**config.mk**
```make
export PLATFORM = sky130hd
export DESIGN_NAME = fdc_decim_uart
export DESIGN_NICKNAME = d
export VERILOG_FILES = /design/src/rtl/fdc_pkg.sv /design/src/rtl/fdc_uart_tx.sv /design/src/rtl/fdc_decim_uart.sv
export SDC_FILE = /design/constraint.sdc
export NUM_CORES = 1
export LEC_CHECK = 0
export BUFFER_PORTS_ARGS = -buffer_cell sky130_fd_sc_hd__buf_4
export CORE_ASPECT_RATIO = 1.5
export CORE_MARGIN = 5
export CORE_UTILIZATION = 62
export CTS_CLUSTER_DIAMETER = 80
export DETAILED_ROUTE_END_ITERATION = 10
export GPL_TIMING_DRIVEN = 0
export PLACE_DENSITY_LB_ADDON = 0.12
export SLEW_MARGIN = 5
export SYNTH_ARGS = -nofsm -noshare
export SYNTH_HDL_FRONTEND = slang
export SYNTH_SLANG_ARGS = --single-unit
```
**constraint.sdc**
```tcl
create_clock -name clk -period 3.3 [get_ports clk]
set_input_delay 0.66 -clock clk [delete_from_list [all_inputs] [get_ports clk]]
set_output_delay 0.66 -clock clk [all_outputs]
set_load 0.03 [all_outputs]
```
**src/rtl/fdc_pkg.sv**
```systemverilog
// Shared definitions for the FDC decimator / UART framer: TX state encoding,
// default sync byte and accumulator width.
package fdc_pkg;

    localparam int         ACC_W         = 15;
    localparam logic [7:0] SYNC_BYTE_DEF = 8'hA5;

    typedef enum logic [1:0] {
        TX_IDLE  = 2'd0,
        TX_START = 2'd1,
        TX_DATA  = 2'd2,
        TX_STOP  = 2'd3
    } tx_state_e;

endpackage

```
**src/rtl/fdc_uart_tx.sv**
```systemverilog
// Byte-level 8N1 serializer, LSB first, registered tx output.
// Handshake: a byte is taken on any rising edge where load_valid and load_ready are both high.
module fdc_uart_tx
    import fdc_pkg::*;
#(
    parameter int CLK_DIV = 434
) (
    input  logic       clk,
    input  logic       rst,
    input  logic       load_valid,
    input  logic [7:0] load_data,
    output logic       load_ready,
    output logic       tx
);

    localparam logic [15:0] LAST = 16'(CLK_DIV - 1);

    tx_state_e   state_q;
    logic [15:0] cnt_q;
    logic [2:0]  bit_q;
    logic [7:0]  shreg_q;
    logic        tx_q;

    // Ready in the final stop-bit cycle as well, so back-to-back bytes leave no idle gap.
    assign load_ready = (state_q == TX_IDLE) || ((state_q == TX_STOP) && (cnt_q == LAST));
    assign tx         = tx_q;

    always_ff @(posedge clk) begin
        if (rst) begin
            state_q <= TX_IDLE;
            cnt_q   <= '0;
            bit_q   <= '0;
            shreg_q <= '0;
            tx_q    <= 1'b1;
        end else if (load_valid && load_ready) begin
            state_q <= TX_START;
            cnt_q   <= '0;
            bit_q   <= '0;
            shreg_q <= load_data;
            tx_q    <= 1'b0;
        end else begin
            case (state_q)
                TX_IDLE: begin
                    tx_q <= 1'b1;
                end
                TX_START: begin
                    if (cnt_q == LAST) begin
                        cnt_q   <= '0;
                        state_q <= TX_DATA;
                        tx_q    <= shreg_q[0];
                        shreg_q <= {1'b0, shreg_q[7:1]};
                    end else begin
                        cnt_q <= cnt_q + 16'd1;
                    end
                end
                TX_DATA: begin
                    if (cnt_q == LAST) begin
                        cnt_q <= '0;
                        if (bit_q == 3'd7) begin
                            state_q <= TX_STOP;
                            tx_q    <= 1'b1;
                        end else begin
                            bit_q   <= bit_q + 3'd1;
                            tx_q    <= shreg_q[0];
                            shreg_q <= {1'b0, shreg_q[7:1]};
                        end
                    end else begin
                        cnt_q <= cnt_q + 16'd1;
                    end
                end
                TX_STOP: begin
                    if (cnt_q == LAST) begin
                        cnt_q   <= '0;
                        state_q <= TX_IDLE;
                    end else begin
                        cnt_q <= cnt_q + 16'd1;
                    end
                    tx_q <= 1'b1;
                end
                default: begin
                    state_q <= TX_IDLE;
                    tx_q    <= 1'b1;
                end
            endcase
        end
    end

endmodule

```
**src/rtl/fdc_decim_uart.sv**
```systemverilog
// FDC sample decimator: sums 2^dec_log2 codes per window and ships each sum as a
// three-byte UART frame {SYNC, sum[15:8], sum[7:0]}; windows finishing mid-frame are dropped.
module fdc_decim_uart
    import fdc_pkg::*;
#(
    parameter int         CLK_DIV   = 434,
    parameter logic [7:0] SYNC_BYTE = SYNC_BYTE_DEF
) (
    input  logic       clk,
    input  logic       rst,
    input  logic       enable,
    input  logic       sample_valid,
    input  logic [7:0] sample_data,
    input  logic [2:0] dec_log2,
    input  logic       overrun_clr,
    output logic       tx,
    output logic       busy,
    output logic       overrun
);

    logic [ACC_W-1:0] acc_q, acc_d;
    logic [7:0]       cnt_q, cnt_d;
    logic [2:0]       dec_q, dec_d;
    logic [15:0]      hold_q, hold_d;
    logic [1:0]       byte_idx_q, byte_idx_d;
    logic             busy_q, busy_d;
    logic             ovr_q, ovr_d;

    logic             accept, win_done, start_frame;
    logic [2:0]       dec_eff;
    logic [7:0]       win_len, cnt_inc;
    logic [ACC_W-1:0] sum;
    logic             load_valid, load_ready;
    logic [7:0]       load_data;

    always_comb begin
        accept      = enable && sample_valid;
        // The window length is fixed by whatever dec_log2 reads when the window opens.
        dec_eff     = (cnt_q == 8'd0) ? dec_log2 : dec_q;
        win_len     = 8'd1 << dec_eff;
        cnt_inc     = cnt_q + 8'd1;
        sum         = acc_q + ACC_W'(sample_data);
        win_done    = accept && (cnt_inc == win_len);
        start_frame = win_done && !busy_q;

        acc_d      = acc_q;
        cnt_d      = cnt_q;
        dec_d      = dec_eff;
        hold_d     = hold_q;
        byte_idx_d = byte_idx_q;
        busy_d     = busy_q;
        ovr_d      = ovr_q;
        load_valid = 1'b0;
        load_data  = SYNC_BYTE;

        if (!enable) begin
            acc_d = '0;
            cnt_d = '0;
        end else if (win_done) begin
            acc_d = '0;
            cnt_d = '0;
        end else if (accept) begin
            acc_d = sum;
            cnt_d = cnt_inc;
        end

        if (win_done && busy_q) begin
            ovr_d = 1'b1;
        end else if (overrun_clr) begin
            ovr_d = 1'b0;
        end

        if (start_frame) begin
            hold_d     = {1'b0, sum};
            load_valid = 1'b1;
            busy_d     = 1'b1;
            byte_idx_d = 2'd0;
        end else if (busy_q && load_ready) begin
            if (byte_idx_q == 2'd2) begin
                busy_d     = 1'b0;
                byte_idx_d = 2'd0;
            end else begin
                load_valid = 1'b1;
                load_data  = (byte_idx_q == 2'd0) ? hold_q[15:8] : hold_q[7:0];
                byte_idx_d = byte_idx_q + 2'd1;
            end
        end
    end

    always_ff @(posedge clk) begin
        if (rst) begin
            acc_q      <= '0;
            cnt_q      <= '0;
            dec_q      <= '0;
            hold_q     <= '0;
            byte_idx_q <= '0;
            busy_q     <= 1'b0;
            ovr_q      <= 1'b0;
        end else begin
            acc_q      <= acc_d;
            cnt_q      <= cnt_d;
            dec_q      <= dec_d;
            hold_q     <= hold_d;
            byte_idx_q <= byte_idx_d;
            busy_q     <= busy_d;
            ovr_q      <= ovr_d;
        end
    end

    fdc_uart_tx #(
        .CLK_DIV (CLK_DIV)
    ) u_tx (
        .clk        (clk),
        .rst        (rst),
        .load_valid (load_valid),
        .load_data  (load_data),
        .load_ready (load_ready),
        .tx         (tx)
    );

    assign busy    = busy_q;
    assign overrun = ovr_q;

endmodule

```
==> summary.md, run 1 <==
| Metric | Value |
|---|---|
| Cell count after synthesis | `519` |
| I/O pins | `19` |
| Crit path required time | `3590 ps` |
| Syn Area/Cell | `8.392 µm²` |
| Crit-path cells | `inv_1 > ha_1 > or4b_4 > o22ai_1 > o21ai_0 > and3_1 > o311ai_4 > nor2_1 > or3b_1 > buf_2 > clkbuf_4 > a21oi_1` |
| Clk_skew | `12.97 ps` |
| Synth top area cells | `dfxtp_1, ha_1, nor2_1` |
| Crit Reg-Reg Endpoint | `acc_q[3]` |
| RSZ-0062 raised after global routing | `no` |
| WHS Path Cells | `2` |
| Final setup TNS | `0 ps` |
| Cts bufs inserted | `9` |
| DP Wirelength | `7182 µm` |
| I/O Buffers | `17` |
| Path category of the worst min-delay check | `reg -> reg` |
| Die W | `78.44 µm` |
| CP Capture Type | `flop` |
| Seq. cell area | `1503 µm²` |
| First-pass GRT wire length | `15,970 µm` |
| Slew HR | `0.4827` |
| Count of state elements after synthesis | `75` |
| Crit path DAT | `3360 ps` |
| Grt ovf | `0` |
| Final worst path period need | `3068 ps` |
| Vias in the first global route | `3,540` |
| Routed WL per cell | `15.09 µm` |
| Filler cells | `556` |
| Multi-input gate area | `2673 µm²` |
| Post-synthesis cell area | `4355 µm²` |
| Vias per inst | `5.842` |
| Synth cell types | `60` |
| Final hold vios | `0` |
| Pleak | `1.799 nW` |
| Largest net degree at the start of global routing | `13` |
| FMAX | `325.9 MHz` |
| RD Place Congestion | `0.9134` |
| Synth-to-Final Area Change | `10.83%` |
| Clock root buffer | `clkbuf_8` |
| Max-slew violations | `0` |
| DRC Markers | `0` |
| CTS hold repair buffers | `0` |
| Nets | `588` |
| Post-route ant nets | `0` |
| # rows | `37` |
| H-tree depth | `3` |
| Critical path peak fanout | `10` |
| Worst-path clk slew | `80 ps` |
| Initial DRC Count | `314` |
| Setup Crit Path Kind | `reg -> reg` |
| Max_cap viols | `0` |
| Tot Pwr | `2.192 mW` |
| FFs w/ async S/R, synth | `0` |
| Core area | `6852 µm²` |
| Initial antenna violation count | `0` |
| R2R cell count | `12` |
| R2R Setup Slk | `230 ps` |
| Worst hold margin | `462.3 ps` |
| Min-delay src | `acc_q[4]` |
| Sink Count | `75` |
| Sequential share of the synthesized area | `0.3447` |
| Hold Crit Endpoint | `acc_q[4]` |
| Routed wire length | `9569 µm` |
| Syn nets | `556` |
| Synth warn | `0` |
| CTS Buffer Depth | `2` |
| PD cells | `454.1 nW/µm²` |
| TritonRoute pass-1 iters | `4` |
| DR vias | `3,704` |
| Slowest stage delay, CP | `520 ps` |
| Synth top area share | `0.3447` |
| GRT Overall Usage | `0.2257` |
| Post-synth EDFFs | `0` |
| Reg2reg start | `cnt_q[0]` |
| Final setup viols | `0` |
| Synth area leader | `dfxtp_1` |
| Max VDD drop | `399.2 µV` |
| CTS tree | `yes` |
| Layout cells sized above 1 | `0.1331` |
| Slowest cell on crit path | `or4b_4` |
| Crit path launch type | `flop` |
| Worst slew pin tran | `766.0 ps` |
| N_diodes | `0` |
| Final Cycle Share | `0.9298` |
| Initial core utilization | `0.6357` |
| Die area | `8836 µm²` |
| DIE HEIGHT | `112.7 µm` |
| Prevailing post-synth register cell | `dfxtp_1` |
| Status | `completed` |
| Worst-Skew Late Latency | `370 ps` |
## cells in the mapped netlist, drive strengths merged, types with 3 or more instances
cell    number
nand3       17
o21ai       17
nor2        64
buf         13
nand4        9
and3         6
nor4         8
xnor2       25
inv         20
nor3        30
dfxtp       75
a211oi      10
xor2        22
o211a        3
a31o         4
o21a         3
a21oi       35
ha          20
mux2i       15
and2         8
clkbuf      12
and4         3
o211ai       4
o22ai        6
a22o         3
nor2b        8
nand2       47
## how the worst max path moves through the flow
stage          startpoint             to  slack (ps)  cells after the start
2_1_floorplan    cnt_q[0]     hold_q[11]         490                     11
3_3_place_gp     cnt_q[0]        u_tx.tx         100                     11
3_5_place_dp     cnt_q[0]  u_tx.bit_q[2]          80                     11
4_1_cts          cnt_q[0]  u_tx.bit_q[2]          50                     11
5_1_grt          cnt_q[2]       cnt_q[1]           7                     11
6_report         cnt_q[0]       acc_q[3]         230                     12
## registers in the layout, indices dropped and copies added (netlist names)
name,count
overrun,1
dec_q,3
u_tx.cnt_q,16
cnt_q,8
busy,1
hold_q,15
u_tx.state_q,2
u_tx.shreg_q,8
acc_q,15
u_tx.bit_q,3
u_tx.tx,1
byte_idx_q,2
## through the flow
stage	instance area [µm²]	setup slack [ps]	cells	utilization
4_1_cts	4775	53.46	630	0.6969
6_report	4827	231.6	634	0.7045
3_3_place_gp	4581	99.97	614	0.6686
3_5_place_dp	4581	75.62	614	0.6686
5_1_grt	4827	6.680	634	0.7045
2_1_floorplan	4355	494.4	519	-
## cell families after synthesis
group	after synthesis	share of synthesized area
buffers and inverters	45	0.04654
adder cells (fa/ha/maj)	21	0.06205
AO/OA/AOI/OAI	104	0.1724
AND/OR/NAND/NOR	211	0.2427
XOR/XNOR	47	0.09451
flip-flops	75	0.3447
multiplexers	16	0.03706
## layout by cell type (no fill, tap or decap), types with 4 or more instances in the layout
cell / synthesis / routed
o211ai_1: 4 / 4
buf_2: 9 / 6
a211oi_2: 5 / 5
and3_1: 6 / 6
nand2_1: 46 / 46
a211oi_1: 5 / 5
o22ai_1: 6 / 6
nor3_1: 28 / 28
mux2i_1: 15 / 15
nand3_1: 17 / 17
nor2b_1: 8 / 8
nand4_1: 9 / 9
nor2_1: 62 / 62
inv_1: 20 / 20
o21ai_0: 16 / 16
clkbuf_8: 0 / 10
ha_1: 20 / 19
xnor2_1: 25 / 25
and2_1: 8 / 8
buf_4: 0 / 20
nor4_1: 8 / 8
a31o_2: 4 / 4
a21oi_1: 35 / 34
clkbuf_1: 12 / 13
dfxtp_1: 75 / 74
xor2_1: 22 / 22
## what timing repair did
action                     CTS  global route
gates resized for setup      0             6
setup buffers                0             3
setup endpoints to repair    0            55
## critical path: cells and delay by family, from the launching register on
family	cells	cell delay [ps]
AOI/OAI and AO/OA	4	800
adders and majority gates	1	190
buffers and inverters	3	420
DFF	1	360
and+or+nand+nor	4	1220
## metal layers
layer	share of wire	track usage	up-vias	wire length (µm)
li1	-	-	1899	-
met1	0.43	0.2529	1726	4073
met2	0.53	0.4113	67	5061
met3	0.030	0.05217	12	284
met4	0.016	0.08051	0	150
met5	0	0	-	0
## layout make-up
| class | instances | share of cell area |
|---|---|---|
| Inverter | 20 | 0.01555 |
| Tap cell | 78 | 0.02022 |
| Clock inverter | 5 | 0.01089 |
| Timing Repair Buffer | 20 | 0.03110 |
| Clock buffer | 11 | 0.02929 |
| Buffer | 25 | 0.02799 |
| Multi-Input combinational cell | 400 | 0.5537 |
| Sequential cell | 75 | 0.3113 |
## power breakdown
part           switching [mW]  internal [mW]  leakage, nW
Clock                   0.354          0.366       0.0991
Combinational           0.293          0.195         1.09
Sequential             0.0349          0.948        0.607
Total                   0.682           1.51         1.80
Power figures use the tool's default switching activity.
==> inputs of run 2 (changes only) <==
--- a/config.mk
+++ b/config.mk
@@ -5,6 +5,7 @@
 export SDC_FILE = /design/constraint.sdc
 export NUM_CORES = 1
 export LEC_CHECK = 0
+export ABC_AREA = 1
 export BUFFER_PORTS_ARGS = -buffer_cell sky130_fd_sc_hd__buf_4
 export CORE_ASPECT_RATIO = 1.5
 export CORE_MARGIN = 5
==> summary.md, run 2 <==
| Metric | Value |
|---|---|
| Status | `completed` |
| Initial DRC Count | `165 (-47%)` |
| Prevailing post-synth register cell | `dfxtp_1` |
| Top cell by count, worst path | `nand2_1` |
| Initial antenna violation count | `0 (unchanged)` |
| CTS hold repair buffers | `0 (unchanged)` |
| Final hold vios | `0 (unchanged)` |
| H-tree depth | `3 (unchanged)` |
| Synth area leader | `dfxtp_1` |
| Register with the most flip-flops | `u_tx.cnt_q` |
| Commonest non-fill, non-tap cell in the layout | `nand2_1` |
| GRT Overall Usage | `0.2165 (-0.009166)` |
| Count of state elements after synthesis | `75 (unchanged)` |
| Synth warn | `0 (unchanged)` |
| Syn Area/Cell | `7.046 µm² (-16%)` |
| First-pass GRT wire length | `15,730 µm (-1.5%)` |
| Vias per inst | `5.367 (-8.1%)` |
| Clock root buffer | `clkbuf_8` |
| Post-synth EDFFs | `0 (unchanged)` |
| Most instantiated cells after synthesis | `nand2_1, dfxtp_1, inv_1` |
| Top-count cell post-synth | `nand2_1` |
| Min-delay src | `u_tx.tx` |
| Syn nets | `658 (+18%)` |
| Worst slew pin tran | `678.3 ps (-87.65 ps)` |
| Slew HR | `0.5478 (+0.06512)` |
| Top Registers | `u_tx.cnt_q x16, acc_q x15, hold_q x15` |
| Crit-path cells | `inv_1 > ha_1 > nand2_2 > nor2_8 > nand2_4 > nand2_1 > nand2_2 > nand3_1 > nand2_1 > nand2_1 > nor2_1 > nand2_1 > nor2_4 > nand4_4 > buf_2 > nand3_1 > nand2_1 > a21oi_1` |
| Routed WL per cell | `12.18 µm (-19%)` |
| FMAX | `372.8 MHz (+14%)` |
| Critical path startpoint | `cnt_q[0]` |
| Vias in the first global route | `3,835 (+8.3%)` |
| Crit path required time | `3580 ps (about the same)` |
| Max_cap viols | `0 (unchanged)` |
| Critical path peak fanout | `10 (unchanged)` |
| Final setup viols | `0 (unchanged)` |
| Post-synthesis cell area | `4375 µm² (+0.46%)` |
| Largest net degree at the start of global routing | `13 (unchanged)` |
| Crit path launch type | `flop` |
| Clk_skew | `9.455 ps (-3.513 ps)` |
| CP Capture Type | `flop` |
| Synth top area share | `0.3432 (-0.001577)` |
| Final Cycle Share | `0.8129 (-0.1169)` |
| DR vias | `3,923 (+5.9%)` |
| DRC Markers | `0 (unchanged)` |
| Worst-path clk slew | `80 ps (about the same)` |
| DIE HEIGHT | `112.9 µm (+0.21%)` |
| Post-route ant nets | `0 (unchanged)` |
| N_diodes | `0 (unchanged)` |
| # rows | `37 (unchanged)` |
| FFs w/ async S/R, synth | `0 (unchanged)` |
| Setup Crit Path Kind | `reg -> reg` |
| Largest register FFs | `16 (unchanged)` |
| Die W | `78.59 µm (+0.20%)` |
| Final setup TNS | `0 ps (unchanged)` |
| PD cells | `482.3 nW/µm² (+6.2%)` |
| Cell count after synthesis | `621 (+20%)` |
| Reg2reg start | `cnt_q[0]` |
| Sequential share of the synthesized area | `0.3432 (-0.001577)` |
| Final worst path period need | `2682 ps (-385.9 ps)` |
| Grt ovf | `0 (unchanged)` |
| I/O pins | `19 (unchanged)` |
| Slowest stage delay, CP | `490 ps (-30 ps)` |
| Most frequent cells in the layout | `nand2_1, dfxtp_1, inv_1, nor2_1, nand3_1` |
| DP Wirelength | `6934 µm (-3.5%)` |
| Synth-to-Final Area Change | `9.751%` |
| Post-CTS setup buffers | `0 (unchanged)` |
| Crit path DAT | `2960 ps (-400 ps)` |
| PostCTS Resize Cnt | `0 (unchanged)` |
| Slowest cell on crit path | `dfxtp_1` |
| Layout cells sized above 1 | `0.1133 (-0.01977)` |
| Path category of the worst min-delay check | `reg -> reg` |
| Cts bufs inserted | `9 (unchanged)` |
| Die area | `8872 µm² (+0.41%)` |
| Initial core utilization | `0.6386 (+0.002922)` |
| RSZ-0062 raised after global routing | `no` |
| Core area | `6852 µm² (unchanged)` |
| Nets | `686 (+17%)` |
| I/O Buffers | `17 (unchanged)` |
| Worst-Skew Late Latency | `350 ps (-20 ps)` |
| CP bufs+invs | `2 (-1)` |
| Max-slew violations | `0 (unchanged)` |
| Max VDD drop | `318.9 µV (-20%)` |
| Top cell family by delay on the critical path | `simple AND/OR/NAND/NOR gates` |
| Routed wire length | `8902 µm (-7.0%)` |
| CTS Buffer Depth | `2 (unchanged)` |
| CTS tree | `yes` |
| Sink Count | `75 (unchanged)` |
| Synth top area cells | `dfxtp_1, nand2_1, inv_1` |
| TritonRoute pass-1 iters | `4 (unchanged)` |
| Synth cell types | `41 (-32%)` |
| Final Core Density | `0.7009 (-0.003652)` |
| Pleak | `2.081 nW (+16%)` |
| RD Place Congestion | `0.9268 (+1.5%)` |
[run 2: changes by cell type after synthesis, sizes merged, moves of 9 or more]
cell / before / now
mux2i: 15 / 0
o21ai: 17 / 26
nand2: 47 / 169
inv: 20 / 71
xnor2: 25 / 8
nor3: 30 / 16
nand3: 17 / 54
[run 2: worst register-to-register path, stage by stage, from the launching register on]
cell	delay (ps)
dfxtp_1	490
inv_1	140
ha_1	230
nand2_2	120
nor2_8	70
nand2_4	90
nand2_1	70
nand2_2	140
nand3_1	110
nand2_1	70
nand2_1	50
nor2_1	110
nand2_1	100
nor2_4	120
nand4_4	160
buf_2	240
nand3_1	120
nand2_1	60
a21oi_1	130
[run 2: worst paths after layout]
check / end / slack [ps] / cells after the start
hold reg to reg: u_tx.tx / 460 / 2
setup / recovery: u_tx.shreg_q[5] / 620 / 18
setup reg to reg: u_tx.shreg_q[5] / 620 / 18
hold / removal: u_tx.tx / 460 / 2
[run 2: power by group]
part           switching (mW)  internal, mW
combinational           0.371         0.222
sequential             0.0402         0.965
clock                   0.329         0.389
[run 2: kinds of logic after synthesis]
group                    share of synthesized area
AND/OR/NAND/NOR                             0.3669
XOR/XNOR                                   0.05405
flip-flops                                  0.3432
adder cells (fa/ha/maj)                    0.06177
AO/OA/AOI/OAI                              0.09351
buffers and inverters                      0.08064
[run 2: layout make-up]
| cell class | instances | area (µm²) |
|---|---|---|
| Buffer | 18 | 82.58 |
| Clock buffer | 12 | 155.1 |
| Clock inverter | 3 | 46.29 |
| Fill cell | 612 | 2049 |
| Inverter | 72 | 270.3 |
| Multi-Input combinational cell | 456 | 2521 |
| Sequential cell | 75 | 1501 |
| Tap cell | 78 | 97.59 |
| Timing Repair Buffer | 17 | 127.6 |
[run 2: metrics by stage]
stage	cells	total power, mW	hold slack [ps]	setup WS (ps)	cell area (µm²)
6_report	731	2.316	461.6	617.6	4802
2_1_floorplan	621	1.488	441.8	810.9	4375
3_5_place_dp	716	1.617	448.9	391.2	4601
3_3_place_gp	716	1.602	445.9	448.2	4601
4_1_cts	731	2.333	468.8	615.6	4802
5_1_grt	731	2.465	489.2	311.8	4802
[run 2: layer usage]
layer | track usage | part of all wire | up-vias
met3 | 0.03662 | 0.024 | 16
met1 | 0.2315 | 0.42 | 1785
met4 | 0.08868 | 0.020 | 0
li1 | - | - | 2071
met5 | 0 | 0 | -
met2 | 0.4107 | 0.54 | 51
